==> config.mk <==
export PLATFORM = sky130hd
export DESIGN_NAME = mem_lsu_flat
export DESIGN_NICKNAME = d
export VERILOG_FILES = /design/src/rtl/mem_lsu_pkg.sv /design/src/rtl/mem_lsu_if.sv /design/src/rtl/mem_lsu_align.sv /design/src/rtl/mem_lsu.sv /design/src/flat_wrapper.sv
export SDC_FILE = /design/constraint.sdc
export NUM_CORES = 1
export LEC_CHECK = 0
export ABC_AREA = 1
export ABC_CLOCK_PERIOD_IN_PS = 2000
export CORE_MARGIN = 4
export CORE_UTILIZATION = 45
export CTS_CLUSTER_DIAMETER = 60
export DETAILED_ROUTE_END_ITERATION = 7
export HOLD_SLACK_MARGIN = 0.06
export PLACE_DENSITY = 0.88
export SLEW_MARGIN = 20
export SYNTH_ARGS = -nofsm -noshare
export SYNTH_HDL_FRONTEND = slang
export SYNTH_SLANG_ARGS = --single-unit
==> constraint.sdc <==
create_clock -name clk -period 2 [get_ports clk]
set_clock_uncertainty 0.05 [all_clocks]
set_input_delay 0.6 -clock clk [delete_from_list [all_inputs] [get_ports clk]]
set_output_delay 0.6 -clock clk [all_outputs]
set_load 0.02 [all_outputs]
==> src/rtl/mem_lsu_pkg.sv <==
// ============================================================================
// lsu_pkg : shared funct3 encodings, FSM state type and error check for mem_lsu
// Revision: 1.0
// ============================================================================
`default_nettype none

package lsu_pkg;

  localparam int MEM_DATA_WIDTH = 32;

  localparam logic [2:0] F3_B  = 3'b000;
  localparam logic [2:0] F3_H  = 3'b001;
  localparam logic [2:0] F3_W  = 3'b010;
  localparam logic [2:0] F3_BU = 3'b100;
  localparam logic [2:0] F3_HU = 3'b101;

  typedef enum logic [2:0] {
    ST_IDLE  = 3'd0,
    ST_LOAD  = 3'd1,
    ST_READ  = 3'd2,
    ST_WRITE = 3'd3,
    ST_RESP  = 3'd4
  } lsu_state_t;

  // Covers misalignment and illegal encodings, including unsigned stores.
  function automatic logic lsu_misaligned(input logic [2:0] funct3,
                                          input logic [1:0] addr_lo,
                                          input logic       we);
    logic err;
    err = 1'b0;
    case (funct3)
      F3_B, F3_BU: err = 1'b0;
      F3_H, F3_HU: err = addr_lo[0];
      F3_W:        err = (addr_lo != 2'b00);
      default:     err = 1'b1;
    endcase
    if (we && funct3[2]) err = 1'b1;
    return err;
  endfunction

endpackage

`default_nettype wire

==> src/rtl/mem_lsu_if.sv <==
// ============================================================================
// mem_lsu_if : pipeline request/response and data-memory port of the LSU
// Revision: 1.0
// ============================================================================
`default_nettype none

interface mem_lsu_if;

  logic                                   req_valid;
  logic                                   req_ready;
  logic                                   req_we;
  logic [2:0]                             req_funct3;
  logic [31:0]                            req_addr;
  logic [lsu_pkg::MEM_DATA_WIDTH-1:0]     req_wdata;
  logic                                   resp_valid;
  logic [lsu_pkg::MEM_DATA_WIDTH-1:0]     resp_rdata;
  logic                                   resp_err;
  logic [31:0]                            mem_addr;
  logic [lsu_pkg::MEM_DATA_WIDTH-1:0]     mem_wdata;
  logic                                   mem_rw;
  logic [lsu_pkg::MEM_DATA_WIDTH-1:0]     mem_rdata;

  modport slave (
    input  req_valid, req_we, req_funct3, req_addr, req_wdata, mem_rdata,
    output req_ready, resp_valid, resp_rdata, resp_err, mem_addr, mem_wdata, mem_rw
  );

  modport master (
    output req_valid, req_we, req_funct3, req_addr, req_wdata, mem_rdata,
    input  req_ready, resp_valid, resp_rdata, resp_err, mem_addr, mem_wdata, mem_rw
  );

endinterface

`default_nettype wire

==> src/rtl/mem_lsu_align.sv <==
// ============================================================================
// lsu_align : combinational load extract and store merge on a memory word
// Revision: 1.0
// ============================================================================
`default_nettype none

module lsu_align
  import lsu_pkg::*;
(
  input  logic [MEM_DATA_WIDTH-1:0] word_i,
  input  logic [1:0]                off_i,
  input  logic [2:0]                funct3_i,
  input  logic [MEM_DATA_WIDTH-1:0] wdata_i,
  output logic [MEM_DATA_WIDTH-1:0] load_o,
  output logic [MEM_DATA_WIDTH-1:0] merge_o
);

  logic [7:0]  byte_sel;
  logic [15:0] half_sel;

  always_comb begin
    byte_sel = word_i[{off_i, 3'b000} +: 8];
    half_sel = off_i[1] ? word_i[31:16] : word_i[15:0];

    case (funct3_i)
      F3_B:    load_o = {{(MEM_DATA_WIDTH-8){byte_sel[7]}}, byte_sel};
      F3_H:    load_o = {{(MEM_DATA_WIDTH-16){half_sel[15]}}, half_sel};
      F3_BU:   load_o = {{(MEM_DATA_WIDTH-8){1'b0}}, byte_sel};
      F3_HU:   load_o = {{(MEM_DATA_WIDTH-16){1'b0}}, half_sel};
      default: load_o = word_i;
    endcase

    // Untouched lanes keep the word just read from memory.
    merge_o = word_i;
    case (funct3_i)
      F3_B:    merge_o[{off_i, 3'b000} +: 8] = wdata_i[7:0];
      F3_H:    merge_o[{off_i[1], 4'b0000} +: 16] = wdata_i[15:0];
      default: merge_o = wdata_i;
    endcase
  end

endmodule

`default_nettype wire

==> src/rtl/mem_lsu.sv <==
// ============================================================================
// mem_lsu : load/store unit driving a word-write, async-read data memory port
// Revision: 1.0
// ============================================================================
`default_nettype none

module mem_lsu
  import lsu_pkg::*;
(
  input  logic     clk,
  input  logic     reset,
  mem_lsu_if.slave bus
);

  lsu_state_t                state_q;
  logic                      we_q;
  logic [2:0]                funct3_q;
  logic [31:0]               addr_q;
  logic [MEM_DATA_WIDTH-1:0] wdata_q;
  logic [MEM_DATA_WIDTH-1:0] wbuf_q;
  logic [MEM_DATA_WIDTH-1:0] rdata_q;
  logic                      resp_valid_q;
  logic                      resp_err_q;
  logic                      rw_q;
  logic [MEM_DATA_WIDTH-1:0] load_data;
  logic [MEM_DATA_WIDTH-1:0] merge_data;

  lsu_align u_align (
    .word_i   (bus.mem_rdata),
    .off_i    (addr_q[1:0]),
    .funct3_i (funct3_q),
    .wdata_i  (wdata_q),
    .load_o   (load_data),
    .merge_o  (merge_data)
  );

  always_ff @(posedge clk) begin
    if (reset) begin
      state_q      <= ST_IDLE;
      we_q         <= 1'b0;
      funct3_q     <= 3'b000;
      addr_q       <= '0;
      wdata_q      <= '0;
      wbuf_q       <= '0;
      rdata_q      <= '0;
      resp_valid_q <= 1'b0;
      resp_err_q   <= 1'b0;
      rw_q         <= 1'b0;
    end else begin
      case (state_q)
        ST_IDLE: begin
          if (bus.req_valid) begin
            we_q     <= bus.req_we;
            funct3_q <= bus.req_funct3;
            addr_q   <= bus.req_addr;
            wdata_q  <= bus.req_wdata;
            rdata_q  <= '0;
            if (lsu_misaligned(bus.req_funct3, bus.req_addr[1:0], bus.req_we)) begin
              resp_valid_q <= 1'b1;
              resp_err_q   <= 1'b1;
              state_q      <= ST_RESP;
            end else if (!bus.req_we) begin
              state_q <= ST_LOAD;
            end else if (bus.req_funct3 == F3_W) begin
              wbuf_q  <= bus.req_wdata;
              rw_q    <= 1'b1;
              state_q <= ST_WRITE;
            end else begin
              state_q <= ST_READ;
            end
          end
        end
        ST_LOAD: begin
          rdata_q      <= load_data;
          resp_valid_q <= 1'b1;
          state_q      <= ST_RESP;
        end
        ST_READ: begin
          wbuf_q  <= merge_data;
          rw_q    <= 1'b1;
          state_q <= ST_WRITE;
        end
        ST_WRITE: begin
          rw_q         <= 1'b0;
          resp_valid_q <= 1'b1;
          state_q      <= ST_RESP;
        end
        ST_RESP: begin
          resp_valid_q <= 1'b0;
          resp_err_q   <= 1'b0;
          rdata_q      <= '0;
          state_q      <= ST_IDLE;
        end
        default: state_q <= ST_IDLE;
      endcase
    end
  end

  // Reset gates the strobes so an aborted sequence never writes or responds.
  assign bus.req_ready  = (state_q == ST_IDLE) && !reset;
  assign bus.resp_valid = resp_valid_q && !reset;
  assign bus.resp_rdata = rdata_q;
  assign bus.resp_err   = resp_err_q;
  assign bus.mem_addr   = {addr_q[31:2], 2'b00};
  assign bus.mem_wdata  = wbuf_q;
  assign bus.mem_rw     = rw_q && we_q && !reset;

endmodule

`default_nettype wire

==> src/flat_wrapper.sv <==
// flat-port wrapper written by rule: the top's interface ports become plain ports
module mem_lsu_flat import lsu_pkg::*;
  (clk, reset, bus_req_valid, bus_req_we, bus_req_funct3, bus_req_addr, bus_req_wdata, bus_mem_rdata, bus_req_ready, bus_resp_valid, bus_resp_rdata, bus_resp_err, bus_mem_addr, bus_mem_wdata, bus_mem_rw);
  mem_lsu_if bus_i ();
  input  logic clk;
  input  logic reset;
  input wire logic [$bits(bus_i.req_valid)-1:0] bus_req_valid;
  input wire logic [$bits(bus_i.req_we)-1:0] bus_req_we;
  input wire logic [$bits(bus_i.req_funct3)-1:0] bus_req_funct3;
  input wire logic [$bits(bus_i.req_addr)-1:0] bus_req_addr;
  input wire logic [$bits(bus_i.req_wdata)-1:0] bus_req_wdata;
  input wire logic [$bits(bus_i.mem_rdata)-1:0] bus_mem_rdata;
  output wire logic [$bits(bus_i.req_ready)-1:0] bus_req_ready;
  output wire logic [$bits(bus_i.resp_valid)-1:0] bus_resp_valid;
  output wire logic [$bits(bus_i.resp_rdata)-1:0] bus_resp_rdata;
  output wire logic [$bits(bus_i.resp_err)-1:0] bus_resp_err;
  output wire logic [$bits(bus_i.mem_addr)-1:0] bus_mem_addr;
  output wire logic [$bits(bus_i.mem_wdata)-1:0] bus_mem_wdata;
  output wire logic [$bits(bus_i.mem_rw)-1:0] bus_mem_rw;
  assign bus_i.req_valid = bus_req_valid;
  assign bus_i.req_we = bus_req_we;
  assign bus_i.req_funct3 = bus_req_funct3;
  assign bus_i.req_addr = bus_req_addr;
  assign bus_i.req_wdata = bus_req_wdata;
  assign bus_i.mem_rdata = bus_mem_rdata;
  assign bus_req_ready = bus_i.req_ready;
  assign bus_resp_valid = bus_i.resp_valid;
  assign bus_resp_rdata = bus_i.resp_rdata;
  assign bus_resp_err = bus_i.resp_err;
  assign bus_mem_addr = bus_i.mem_addr;
  assign bus_mem_wdata = bus_i.mem_wdata;
  assign bus_mem_rw = bus_i.mem_rw;
  mem_lsu u_core (.clk(clk), .reset(reset), .bus(bus_i));
endmodule
[Yosys cells after proc, flatten, opt, wreduce, memory -nomap -nowiden]
Index checks and enable logic that the tools add are counted.
Cells by class
  $add $sub $neg: 2
  $mul: 0
  divide/modulo/power cells: 0
  magnitude comparators: 0
  eq/ne operators: 16
  shift-type cells: 5
  mux-type cells: 31
  bitwise logic cells: 0
  reductions and logical operators: 24
Operators by type and width (count)
  32-bit 2-to-1 mux: 5
  32-bit case mux with 2 select lines: 2
  32-bit case mux with 4 select lines: 1
  32-bit case mux with 3 select lines: 1
  32-bit bitwise mux: 2
  16-bit by 7-bit variable shift with 32-bit output (first input constant): 1
  8-bit by 7-bit variable shift with 32-bit output (first input constant): 1
  16-bit by 7-bit variable part select with 32-bit output: 1
  32-bit by 6-bit variable part select with 8-bit output: 1
  8-bit by 7-bit variable part select with 32-bit output: 1
  16-bit 2-to-1 mux: 1
  3-bit equality test (second input constant): 5
  5-bit negation with 7-bit output: 2
  1-bit 2-to-1 mux: 11
  5-bit AND reduction: 2
  3-bit by 1-bit equality test with 1-bit output (second input constant): 3
  3-bit by 2-bit equality test with 1-bit output (second input constant): 3
  3-bit logical NOT: 3
  3-bit 2-to-1 mux: 3
  1-bit case mux with 3 select lines: 3
  3-bit case mux with 3 select lines: 1
  3-bit nonzero test: 3
  2-bit inequality test (second input constant): 3
  3-bit AND reduction: 2
  7 further kinds: 17
Word-level totals
  bits in registers: 138
  latch bits: 0
  memory bits (writable): 0
  ROM bits: 0
  input bits: 103
  output and inout bits: 100
  logic and storage cells: 88
  memories: 0

[Depth between registers and ports, before layout]
  depth in word-level cells: 10
  depth in mapped cells: 15
  mapped depth without buffers: 12

[Cells and area by module]
From an unflattened synthesis, not the netlist that was laid out.
Second synthesis, totals
  cell total of the unflattened synthesis: 1406
  area total of the unflattened synthesis: 8579.5 µm²
Modules (own cells, without submodules)
  mem_lsu: instances 1, cells an instance 849, area an instance 5990.7 µm², seq. area each 2762.6 µm²
  lsu_align: instances 1, cells an instance 557, area an instance 2588.7 µm², seq. area each 0.0 µm²

[Worst setup path after synthesis]
OpenSTA, ideal clock, no wires.
  path kind: input to output
  start point: in reset
  end point: out bus_mem_rw
  arrival: 1.463 ns
  data required time: 1.350 ns
  slack: -0.113 ns
  cell stages on the path: 3
  path buffers: 2
  cell sequence: buf_2 -> buf_1 -> nor3_1
On the way
  word-level cells in the longest chain between the ends: 2
RTL lines
  start: declaration: RTL line flat_wrapper.sv:6  | input logic reset;
  1-bit logical NOT: RTL line mem_lsu.sv:106  | assign bus.mem_rw = rw_q && we_q && !reset;
  1-bit logical AND: RTL line mem_lsu.sv:106
  end: declaration: RTL line flat_wrapper.sv:19  | output wire logic [$bits(bus_i.mem_rw)-1:0] bus_mem_rw;
Every way passes these cells.

[Worst setup path in the final report]
  start point: reg u_core.state_q[2]
  end point: out bus_req_ready
On the way
  word-level cells in the longest chain between the ends: 2
RTL lines
  start: declaration: RTL line mem_lsu.sv:15  | lsu_state_t state_q;
  start signal: assignment: RTL line mem_lsu.sv:39  | state_q <= ST_IDLE;
  start signal: assignment: RTL line mem_lsu.sv:61  | state_q <= ST_RESP;
  start signal: assignment: RTL line mem_lsu.sv:63  | state_q <= ST_LOAD;
  3-bit logical NOT: RTL line mem_lsu.sv:100  | assign bus.req_ready = (state_q == ST_IDLE) && !reset;
  1-bit logical AND: RTL line mem_lsu.sv:100
  end: declaration: RTL line flat_wrapper.sv:13  | output wire logic [$bits(bus_i.req_ready)-1:0] bus_req_ready;
Every way passes these cells.

==> summary.md <==
| Metric | Value |
|---|---|
| Initial Util | 0.4565 |
| TritonCTS buffer count | 17 |
| Final GP Congestion | 0.9628 |
| Psw | 3.340 mW |
| Fmax | 503.2 MHz |
| Internal | 5.994 mW |
| Max-cap viol count | 0 |
| Flops & latches, synth | 138 |
| Standard-cell rows | 49 |
| Core ar. | 17900 um^2 |
| Min-Delay Path Class | flip-flop to flip-flop |
| Combinational Power Share | 0.323 |
| CP cell instances | nor2_4 -> inv_2 -> nor2_4 -> inv_2 -> nor2_4 -> buf_6 |
| CP Launch Type | flip-flop |
| Slowest cell delay on critical path | 0.35 ns |
| Vias in the first global route | 8415 |
| WS Path Type | flip-flop to primary output |
| Placed wire-length estimate | 20430 um |
| Pleak | 5.266 nW |
| Cells after Synth | 1347 |
| IO Pins | 203 |
| Remaining global-route overflow | 0 |
| Number of synthesized flops with an enable pin | 0 |
| Hold buffers post-CTS | 0 |
| DRC viols | 0 |
| Crit path time final | 1.987 ns |
| Area delta synth->final | 34.76% |
| CTS tree | built |
| Clk slew on worst S/H paths | 0.07 ns |
| Sequential cell area fraction in the yosys report | 0.3381 |
| Worst Max-Slew Pin Slew | 0.8431 ns |
| Post-DRT Antenna Nets | 0 |
| Most frequently used flop master after synthesis | dfxtp_1 |
| Routed length per instance | 15.48 um |
| Initial antenna violation count | 1 |
| Layout cells sized above 1 | 0.1064 |
| Layout Nets | 1637 |
| Fin Setup TNS | 0 ns |
| Switch share | 0.3578 |
| Initial drt markers | 1067 |
| Commonest non-fill, non-tap cell in the layout | nand2_1 |
| Pwr Density | 847.7 nW/um^2 |
| Max-slew headroom | 0.4380 |
| Pins Over Slew Limit | 0 |
| Status | finished clean |
| DP Area | 10510 um^2 |
| Die H | 142.8 um |
| Mapped Avg Cell Area | 6.067 um^2 |
| Most frequent cells in the layout | 435 x nand2_1, 192 x nor2_1, 137 x a21oi_1 |
| Clock buffer depth | 2 |
| Global-route wire length before repair | 42820 um |
| Worst Path Arrival | 1.34 ns |
| Drt total wl | 27430 um |
| VDD IR max | 0.0006410 V |
| CP Data Required Time | 1.35 ns |
| Synth Cell Area | 8172 um^2 |
| Clock sink count | 138 |
| Pin count of the biggest net entering global routing | 74 |
| Overall Global Routing Usage | 0.2623 |
| Port-buffer cells | 200 |
| RSZ-0062 raised after global routing | yes |
| Detailed Routing Iterations Pass 1 | 6 |
| Slowest CP cell | dfxtp_4 |
| Clock root buffer | clkbuf_16 |
| Tcrit/Tclk final | 0.9937 |
| Vias after detailed routing | 9121 |
| Final setup vio count | 0 |
| Die W | 142.8 um |
| Vias per inst | 5.147 |
| Count of different cell masters after synthesis | 35 |
| Final hold vios | 0 |
| Post-Layout Inst Area | 11010 um^2 |
| Worst skew pair latency | 0.44 ns |
| Asr flop ratio synth | 0 |
| Top cell by count, worst path | nor2_4 |
| CP Max Fanout | 2 |
| Clk pwr share | 0.337 |
| Crit end category | primary output |
| Die area | 20380 um^2 |
| H-tree levels | 4 |
| Sequential share of power | 0.340 |
| Yosys warns | 0 |
synthesized netlist by cell type, types with 2 or more instances:
master	n	share of area
a21oi_1	137	0.084
a21oi_2	11	0.012
a31oi_1	2	0.0015
buf_1	5	0.0023
buf_2	43	0.026
buf_4	38	0.035
clkbuf_1	28	0.013
dfxtp_1	138	0.34
ha_1	5	0.0077
inv_1	114	0.052
inv_2	5	0.0023
nand2_1	437	0.20
nand2_2	11	0.0084
nand2_4	3	0.0041
nand3_1	65	0.040
nand3_2	3	0.0037
nand4_1	9	0.0069
nor2_1	193	0.089
nor2_2	2	0.0015
nor2_4	3	0.0041
nor3_1	5	0.0031
o211ai_1	7	0.0064
o21ai_0	61	0.037
o21ai_1	9	0.0055
o21bai_1	2	0.0018
o221ai_1	2	0.0021
sequential cells by signal, indices dropped and copies added, names as in the netlist, 3 cells and up:
| signal | count |
|---|---|
| u_core.addr_q | 32 |
| u_core.funct3_q | 3 |
| u_core.wdata_q | 32 |
| u_core.bus.resp_rdata | 32 |
| u_core.bus.mem_wdata | 32 |
| u_core.state_q | 3 |
cell type report:
type	count	area (um^2)
sequential	138	2768
antenna	1	2.502
tap	229	286.5
clock buffer	20	466.7
clock inverter	12	113.9
inverter	121	459.2
timing repair buffer	278	2587
fill	1636	6890
multi-input combinational	973	4328
power groups by stage:
| stage | sequential [mW] | combinational (mW) | clock (mW) |
|---|---|---|---|
| 2_1_floorplan | 3.33 | 1.79 | 0 |
| 3_3_place_gp | 3.23 | 3.00 | 0 |
| 3_5_place_dp | 3.23 | 3.06 | 0 |
| 4_1_cts | 3.16 | 2.97 | 3.16 |
| 5_1_grt | 3.20 | 3.32 | 3.29 |
| 6_report | 3.17 | 3.02 | 3.15 |
per-stage QoR:
step | total power [mW] | worst slack, ns | cells | utilization | hold slack (ns)
after global routing | 9.803 | -0.04854 | 1771 | 0.6150 | 0.4245
after detailed placement | 6.287 | -0.2532 | 1737 | 0.5871 | 0.3912
after CTS | 9.287 | -0.02722 | 1769 | 0.6126 | 0.4028
final | 9.335 | 0.01264 | 1772 | 0.6151 | 0.4021
after global placement | 6.222 | -0.1955 | 1737 | 0.5871 | 0.3886
after floorplan | 5.115 | 0.01180 | 1348 | - | 0.3745
metal layers:
layer	track usage	vias up	routed length, um
met3	0.06798	62	2677
li1	-	4543	-
met4	0.07604	0	671
met1	0.3599	4092	11770
met2	0.4080	424	12310
met5	0	-	0
critical path, delay by kind of cell, from the launching register on:
| kind | cells | cell delay (ns) |
|---|---|---|
| buf+inv | 3 | 0.24 |
| simple gates | 3 | 0.31 |
| flops | 1 | 0.35 |
worst paths after layout:
kind | end | depth (start not counted) | slack, ns | start
setup / recovery | bus_req_ready | 6 | 0.01 | u_core.state_q[2]$_SDFFE_PP0P_
hold / removal | u_core.wdata_q[19]$_SDFFE_PP0P_ | 2 | 0.40 | u_core.wdata_q[19]$_SDFFE_PP0P_
setup reg to reg | u_core.bus.mem_wdata[28]$_SDFFE_PP0P_ | 12 | 0.20 | u_core.addr_q[0]$_SDFFE_PP0P_
hold reg to reg | u_core.wdata_q[19]$_SDFFE_PP0P_ | 2 | 0.40 | u_core.wdata_q[19]$_SDFFE_PP0P_
what timing repair did:
action                                  CTS  global route
setup buffers                             0             2
endpoints found under the hold margin     0             0
gates resized for setup                 102            15
endpoints found under the setup margin   98            14
pin swaps                                 0             2
kinds of logic (layout without fill, tap and decap cells):
kind of cell	after synthesis	count (layout)	share of synthesized area
simple gates	733	733	0.3640
buf+inv	237	431	0.1358
compound gates	233	233	0.1540
flops	138	138	0.3381
fa+ha+maj	5	5	0.007656
other cells	1	3	0.0004589
No activity file was read; power rests on OpenSTA's default activity.
